===== src/rtl/layer_sequencer_if.sv =====
// layer_sequencer_if: start/spike request, layer ROM port and accumulator status bundle
interface layer_sequencer_if #(
  parameter int w_size      = 8,
  parameter int neurons_in  = 4,
  parameter int neurons_out = 2,
  parameter int acc_size    = 12
);
  logic                            start;
  logic                            clear_acc;
  logic [neurons_in-1:0]           spikes_in;
  logic [neurons_in-1:0]           rom_addr;
  logic [neurons_out*w_size-1:0]   rom_data;
  logic [neurons_out*acc_size-1:0] acc_out;
  logic                            busy;
  logic                            done;
  modport master (output start, clear_acc, spikes_in, rom_data, input rom_addr, acc_out, busy, done);
  modport slave  (input start, clear_acc, spikes_in, rom_data, output rom_addr, acc_out, busy, done);
endinterface


===== src/rtl/layer_sequencer.sv =====
// layer_sequencer: scans set spikes lowest-first, adding one ROM word per spike into saturating accumulators
//   clk, rst_n : clock, async active-low reset
//   s (slave)  : start/clear_acc/spikes_in request, rom_addr/rom_data one-hot ROM port,
//                acc_out packed signed accumulators, busy (SCAN/DONE), done (1-cycle pulse)
module layer_sequencer #(
  parameter int w_size      = 8,
  parameter int neurons_in  = 4,
  parameter int neurons_out = 2,
  parameter int acc_size    = 12
) (
  input  logic              clk,
  input  logic              rst_n,
  layer_sequencer_if.slave  s
);
  typedef enum logic [1:0] {IDLE, SCAN, DONE} state_t;
  state_t                                    state_q, state_d;
  logic [neurons_in-1:0]                     pend_q, pend_d, sel;
  logic [neurons_out-1:0][acc_size-1:0]      acc_q, acc_d, sat;
  // isolate lowest set pending bit
  assign sel = pend_q & (~pend_q + 1'b1);
  for (genvar j = 0; j < neurons_out; j++) begin : g_n
    logic [acc_size:0] sum;
    assign sum = {acc_q[j][acc_size-1], acc_q[j]} +
                 {{(acc_size+1-w_size){s.rom_data[(j+1)*w_size-1]}}, s.rom_data[j*w_size +: w_size]};
    // one guard bit: disagreement with the sign bit means overflow, clamp toward the guard's sign
    assign sat[j] = (sum[acc_size] != sum[acc_size-1]) ?
                    {sum[acc_size], {(acc_size-1){~sum[acc_size]}}} : sum[acc_size-1:0];
  end
  always_comb begin
    state_d = state_q;
    pend_d  = pend_q;
    acc_d   = acc_q;
    if (state_q == IDLE && s.start) begin
      pend_d  = s.spikes_in;
      acc_d   = s.clear_acc ? '0 : acc_q;
      state_d = (s.spikes_in != '0) ? SCAN : DONE;
    end else if (state_q == SCAN) begin
      pend_d  = pend_q & ~sel;
      acc_d   = sat;
      state_d = ((pend_q & ~sel) == '0) ? DONE : SCAN;
    end else if (state_q == DONE) begin
      state_d = IDLE;
    end
  end
  always_ff @(posedge clk or negedge rst_n) begin
    if (!rst_n) begin
      state_q <= IDLE;
      pend_q  <= '0;
      acc_q   <= '0;
    end else begin
      state_q <= state_d;
      pend_q  <= pend_d;
      acc_q   <= acc_d;
    end
  end
  assign s.rom_addr = (state_q == SCAN) ? sel : '0;
  assign s.acc_out  = acc_q;
  assign s.busy     = (state_q != IDLE);
  assign s.done     = (state_q == DONE);
endmodule


===== src/flat_wrapper.sv =====
// flat-port wrapper written by rule: the top's interface ports become plain ports
module layer_sequencer_flat 
#(
  parameter int w_size      = 8,
  parameter int neurons_in  = 4,
  parameter int neurons_out = 2,
  parameter int acc_size    = 12
)
  (clk, rst_n, s_start, s_clear_acc, s_spikes_in, s_rom_data, s_rom_addr, s_acc_out, s_busy, s_done);
  layer_sequencer_if #(.w_size(w_size), .neurons_in(neurons_in), .neurons_out(neurons_out), .acc_size(acc_size)) s_i ();
  input  logic clk;
  input  logic rst_n;
  input wire logic [$bits(s_i.start)-1:0] s_start;
  input wire logic [$bits(s_i.clear_acc)-1:0] s_clear_acc;
  input wire logic [$bits(s_i.spikes_in)-1:0] s_spikes_in;
  input wire logic [$bits(s_i.rom_data)-1:0] s_rom_data;
  output wire logic [$bits(s_i.rom_addr)-1:0] s_rom_addr;
  output wire logic [$bits(s_i.acc_out)-1:0] s_acc_out;
  output wire logic [$bits(s_i.busy)-1:0] s_busy;
  output wire logic [$bits(s_i.done)-1:0] s_done;
  assign s_i.start = s_start;
  assign s_i.clear_acc = s_clear_acc;
  assign s_i.spikes_in = s_spikes_in;
  assign s_i.rom_data = s_rom_data;
  assign s_rom_addr = s_i.rom_addr;
  assign s_acc_out = s_i.acc_out;
  assign s_busy = s_i.busy;
  assign s_done = s_i.done;
  layer_sequencer #(.w_size(w_size), .neurons_in(neurons_in), .neurons_out(neurons_out), .acc_size(acc_size)) u_core (.clk(clk), .rst_n(rst_n), .s(s_i));
endmodule

===== config.mk =====
export PLATFORM = sky130hd
export DESIGN_NAME = layer_sequencer_flat
export DESIGN_NICKNAME = d
export VERILOG_FILES = /design/src/rtl/layer_sequencer_if.sv /design/src/rtl/layer_sequencer.sv /design/src/flat_wrapper.sv
export SDC_FILE = /design/constraint.sdc
export NUM_CORES = 1
export LEC_CHECK = 0
export CELL_PAD_IN_SITES_DETAIL_PLACEMENT = 1
export CELL_PAD_IN_SITES_GLOBAL_PLACEMENT = 1
export CORE_UTILIZATION = 35
export CTS_CLUSTER_SIZE = 30
export DETAILED_ROUTE_END_ITERATION = 8
export GPL_ROUTABILITY_DRIVEN = 0
export PLACE_DENSITY_LB_ADDON = 0.1
export SYNTH_ARGS = -nofsm -noshare
export SYNTH_HDL_FRONTEND = slang
export SYNTH_SLANG_ARGS = --single-unit

===== constraint.sdc =====
create_clock -name clk -period 2.9 [get_ports clk]
set_input_delay 0.58 -clock clk [delete_from_list [all_inputs] [get_ports clk]]
set_output_delay 0.58 -clock clk [all_outputs]
set_load 0.05 [all_outputs]

==> results list <==
- The run finished, with violations left.
- Violated checks: setup timing
* Fill cell instance count of the final layout: 777
- The synthesized design contains 0 enable-type register cells.
- Insertion delay to the later sink of the worst-skew pair: 0.29 ns
- Routed via count: 2411
- Proportion of register bits with asynchronous set or reset after synthesis: 1.00
- Worst max-slew margin expressed relative to the limit: 0.603
* Type of element capturing the critical path: flip-flop
- Number of synthesis warnings: 0
* Met3 wire length: 172 µm
* Unrepaired setup endpoints after global routing: true
- Measured along the x axis, the die boundary spans 85.5 µm.
- Required time worst endpoint: 3.07 ns
* Die Y: 85.5 µm
- Overall fraction of global-route tracks in use: 0.216
* Floorplan die area: 0.00731 mm²
- Max_cap viols: 0
* Number of clock buffers inserted by TritonCTS: 5
* Clock buffer depth: 2
* Met2 wire len: 4040 µm
* Vias in the first global route: 2643
- Counting every net in the synthesized netlist gives 309.
- Routed WL per cell: 16.8 µm
* Core ar.: 0.00676 mm²
- 0 antenna diodes ended up in the layout.
- Number of placed instances with taps included: 427
* Detailed-route vias per instance: 5.41
- Gr ovfl total: 0
- Combined area of the multi-input logic cells: 0.00175 mm²
- Signal routing reaches up to met4.
* Transition time at the pin with the least slew margin: 0.594 ns
* Area taken by flip-flops and latches: 754 µm²
- The detail route stage leaves a number of antenna-violating nets equal to 0.
- Setup total negative slack: -0.958 ns
* Growth of design area from synthesis to finish: 51.9%
- The library cell used most frequently in the layout, excluding fill and tap cells, is buf_4.
- Count of distinct cell types in the synthesized netlist: 49
- Detailed placement ended at an HPWL of 5300 µm.
- End-of-flow core utilization: 0.549
* TritonCTS clock tree: built
* Routed length on met1: 3180 µm
- STA classifies the critical path startpoint as a flip-flop.
- The worst hold path was traced through 2 stages.
- In the finished design, the share of the clock period the worst path needs comes to 1.04.
* Share of the yosys chip area belonging to registers: 0.308
- Hold crit path type: flip-flop to flip-flop
- In the final layout, the share of cells above drive strength 1 is 0.281.
- For this design the top-level I/O count stands at 54.
* Timing-limited maximum frequency: 333 MHz
- Filler-free cell count of the finished design: 446
* Largest cells by area after synthesis: dfrtp_1 (31%), ha_1 (15%), nand2_1 (5.1%)
- Library cell with the largest summed area after synthesis: dfrtp_1
* TritonCTS Sinks: 30
- Entering global routing, the biggest net connects 31 pins.
* Largest driver fanout on the critical path: 3
- Standard-cell rows: 30
* Critical path class: flip-flop to flip-flop
- Number of remaining DRC errors: 0
- Final hold vios: 0
- Initial antenna violation count: 0
- Global-route wire length before repair: 12500 µm
- CTS H-tree depth: 2
* Worst clock skew: 0.00917 ns
* Count of state elements after synthesis: 30
- The mapped netlist covers 0.00244 mm².
* Starting DRT DRC Count: 62
- Averaged over all synthesized cells, the footprint is 9.61 µm².
- The total count of max-transition violations in the final report came to 0.
- Measured in cells, the most critical reg-to-reg path has a length of 13.
- Before antenna repair, the detailed router went through 4 iterations.
* Count of nets after finishing: 420
- Cell count after synthesis: 254
- Post-CTS clock slew at the launch and capture registers of the worst setup and hold paths: 0.07 ns
* Final wirelength: 7500 µm
* Starting density of the core: 0.361
- Leaving out fill and tap cells, the most frequent cells in the layout are buf_4 (54), clkdlybuf4s50_1 (43), nand2_1 (32).
- Final setup fails: 11
- Top flip-flop cell by instance count after synthesis: dfrtp_1
- CTS placed an instance of clkbuf_8 at the clock tree root.
* WP data arrival: 3.17 ns
* Synth top area share: 0.308
- Clock period minus final worst setup slack: 3.00 ns
- Buffers placed on the I/O ports in this run total 53.
- After layout, the worst setup slack is -0.104 ns.
-- registers in the layout, summed over array words and instances (netlist names) --
register,flops
u_core.pend_q,4
u_core.s.acc_out,24
u_core.state_q,2
-- synthesized netlist by cell type, drive strengths merged, types with 2 or more instances --
cell type / count
o211ai: 6
and2: 6
o21a: 4
a22o: 3
xor2: 12
xnor2: 9
a21o: 10
dfrtp: 30
a31o: 4
nor3b: 2
a31oi: 3
ha: 29
clkbuf: 6
fa: 2
nor2: 7
a221o: 10
a211oi: 3
a21oi: 19
inv: 7
nor2b: 2
a211o: 3
o21bai: 2
nand2: 33
nand4: 2
maj3: 7
o21ai: 21
nand3: 2
and3: 2
or3: 2
-- cells by family after synthesis --
logic type | Yosys count | synth area share
compound gates | 91 | 0.277
xor+xnor | 21 | 0.0830
fa+ha+maj | 38 | 0.194
buf+inv | 13 | 0.0200
flops | 30 | 0.308
simple gates | 61 | 0.118
-- path summary, 6_finish.rpt --
path | startpoint | to | slack, ns
min in group asynchronous | rst_n | u_core.s.acc_out[0]$_DFFE_PN0P_ | 0.69
max reg2reg | u_core.s.acc_out[1]$_DFFE_PN0P_ | u_core.s.acc_out[2]$_DFFE_PN0P_ | -0.10
min reg2reg | u_core.s.acc_out[22]$_DFFE_PN0P_ | u_core.s.acc_out[22]$_DFFE_PN0P_ | 0.54
max in group asynchronous | rst_n | u_core.s.acc_out[1]$_DFFE_PN0P_ | 1.86
max | u_core.s.acc_out[1]$_DFFE_PN0P_ | u_core.s.acc_out[2]$_DFFE_PN0P_ | -0.10
min | u_core.s.acc_out[22]$_DFFE_PN0P_ | u_core.s.acc_out[22]$_DFFE_PN0P_ | 0.54
-- layout make-up --
| cell class | instances | share of cell area |
|---|---|---|
| Sequential cell | 30 | 0.204 |
| Multi-Input combinational cell | 212 | 0.472 |
| Tap cell | 80 | 0.0270 |
| Timing Repair Buffer | 109 | 0.260 |
| Clock buffer | 8 | 0.0297 |
| Inverter | 7 | 0.00709 |
-- critical path: stages (launching register included) --
cell	delay, ns
dfrtp_2	0.43
ha_4	0.21
a21o_1	0.17
a21o_1	0.19
a21o_1	0.18
a211o_1	0.28
a31o_1	0.22
a21o_1	0.17
xor2_1	0.16
ha_1	0.34
buf_4	0.14
o21a_1	0.11
o21ai_0	0.09
a22o_1	0.20
-- stage by stage --
step           worst slack [ns]  hold WS [ns]  area [µm²]
2_1_floorplan            -0.105         0.284        2460
3_3_place_gp             -0.815         0.520        3420
3_5_place_dp             -0.879         0.537        3420
4_1_cts                  -0.223         0.553        3620
5_1_grt                  -0.246         0.573        3710
6_report                 -0.104         0.541        3710
-- metal layers --
layer  vias up  global-route usage
li1       1170                   -
met1      1192               0.263
met2        39               0.395
met3        10              0.0366
met4         0              0.0530
met5         -                   0
-- timing repair --
action                                  CTS  global route
buffers inserted                          6             4
resized for setup                        29             9
pin swaps                                13            12
endpoints found under the setup margin   20            12
cloned                                    0             1
endpoints found under the hold margin     0             0
hold buffers                              0             0
Power of run 1 is not shown: default switching activity piles up to over one toggle a cycle in this logic, so the estimate is an artifact.
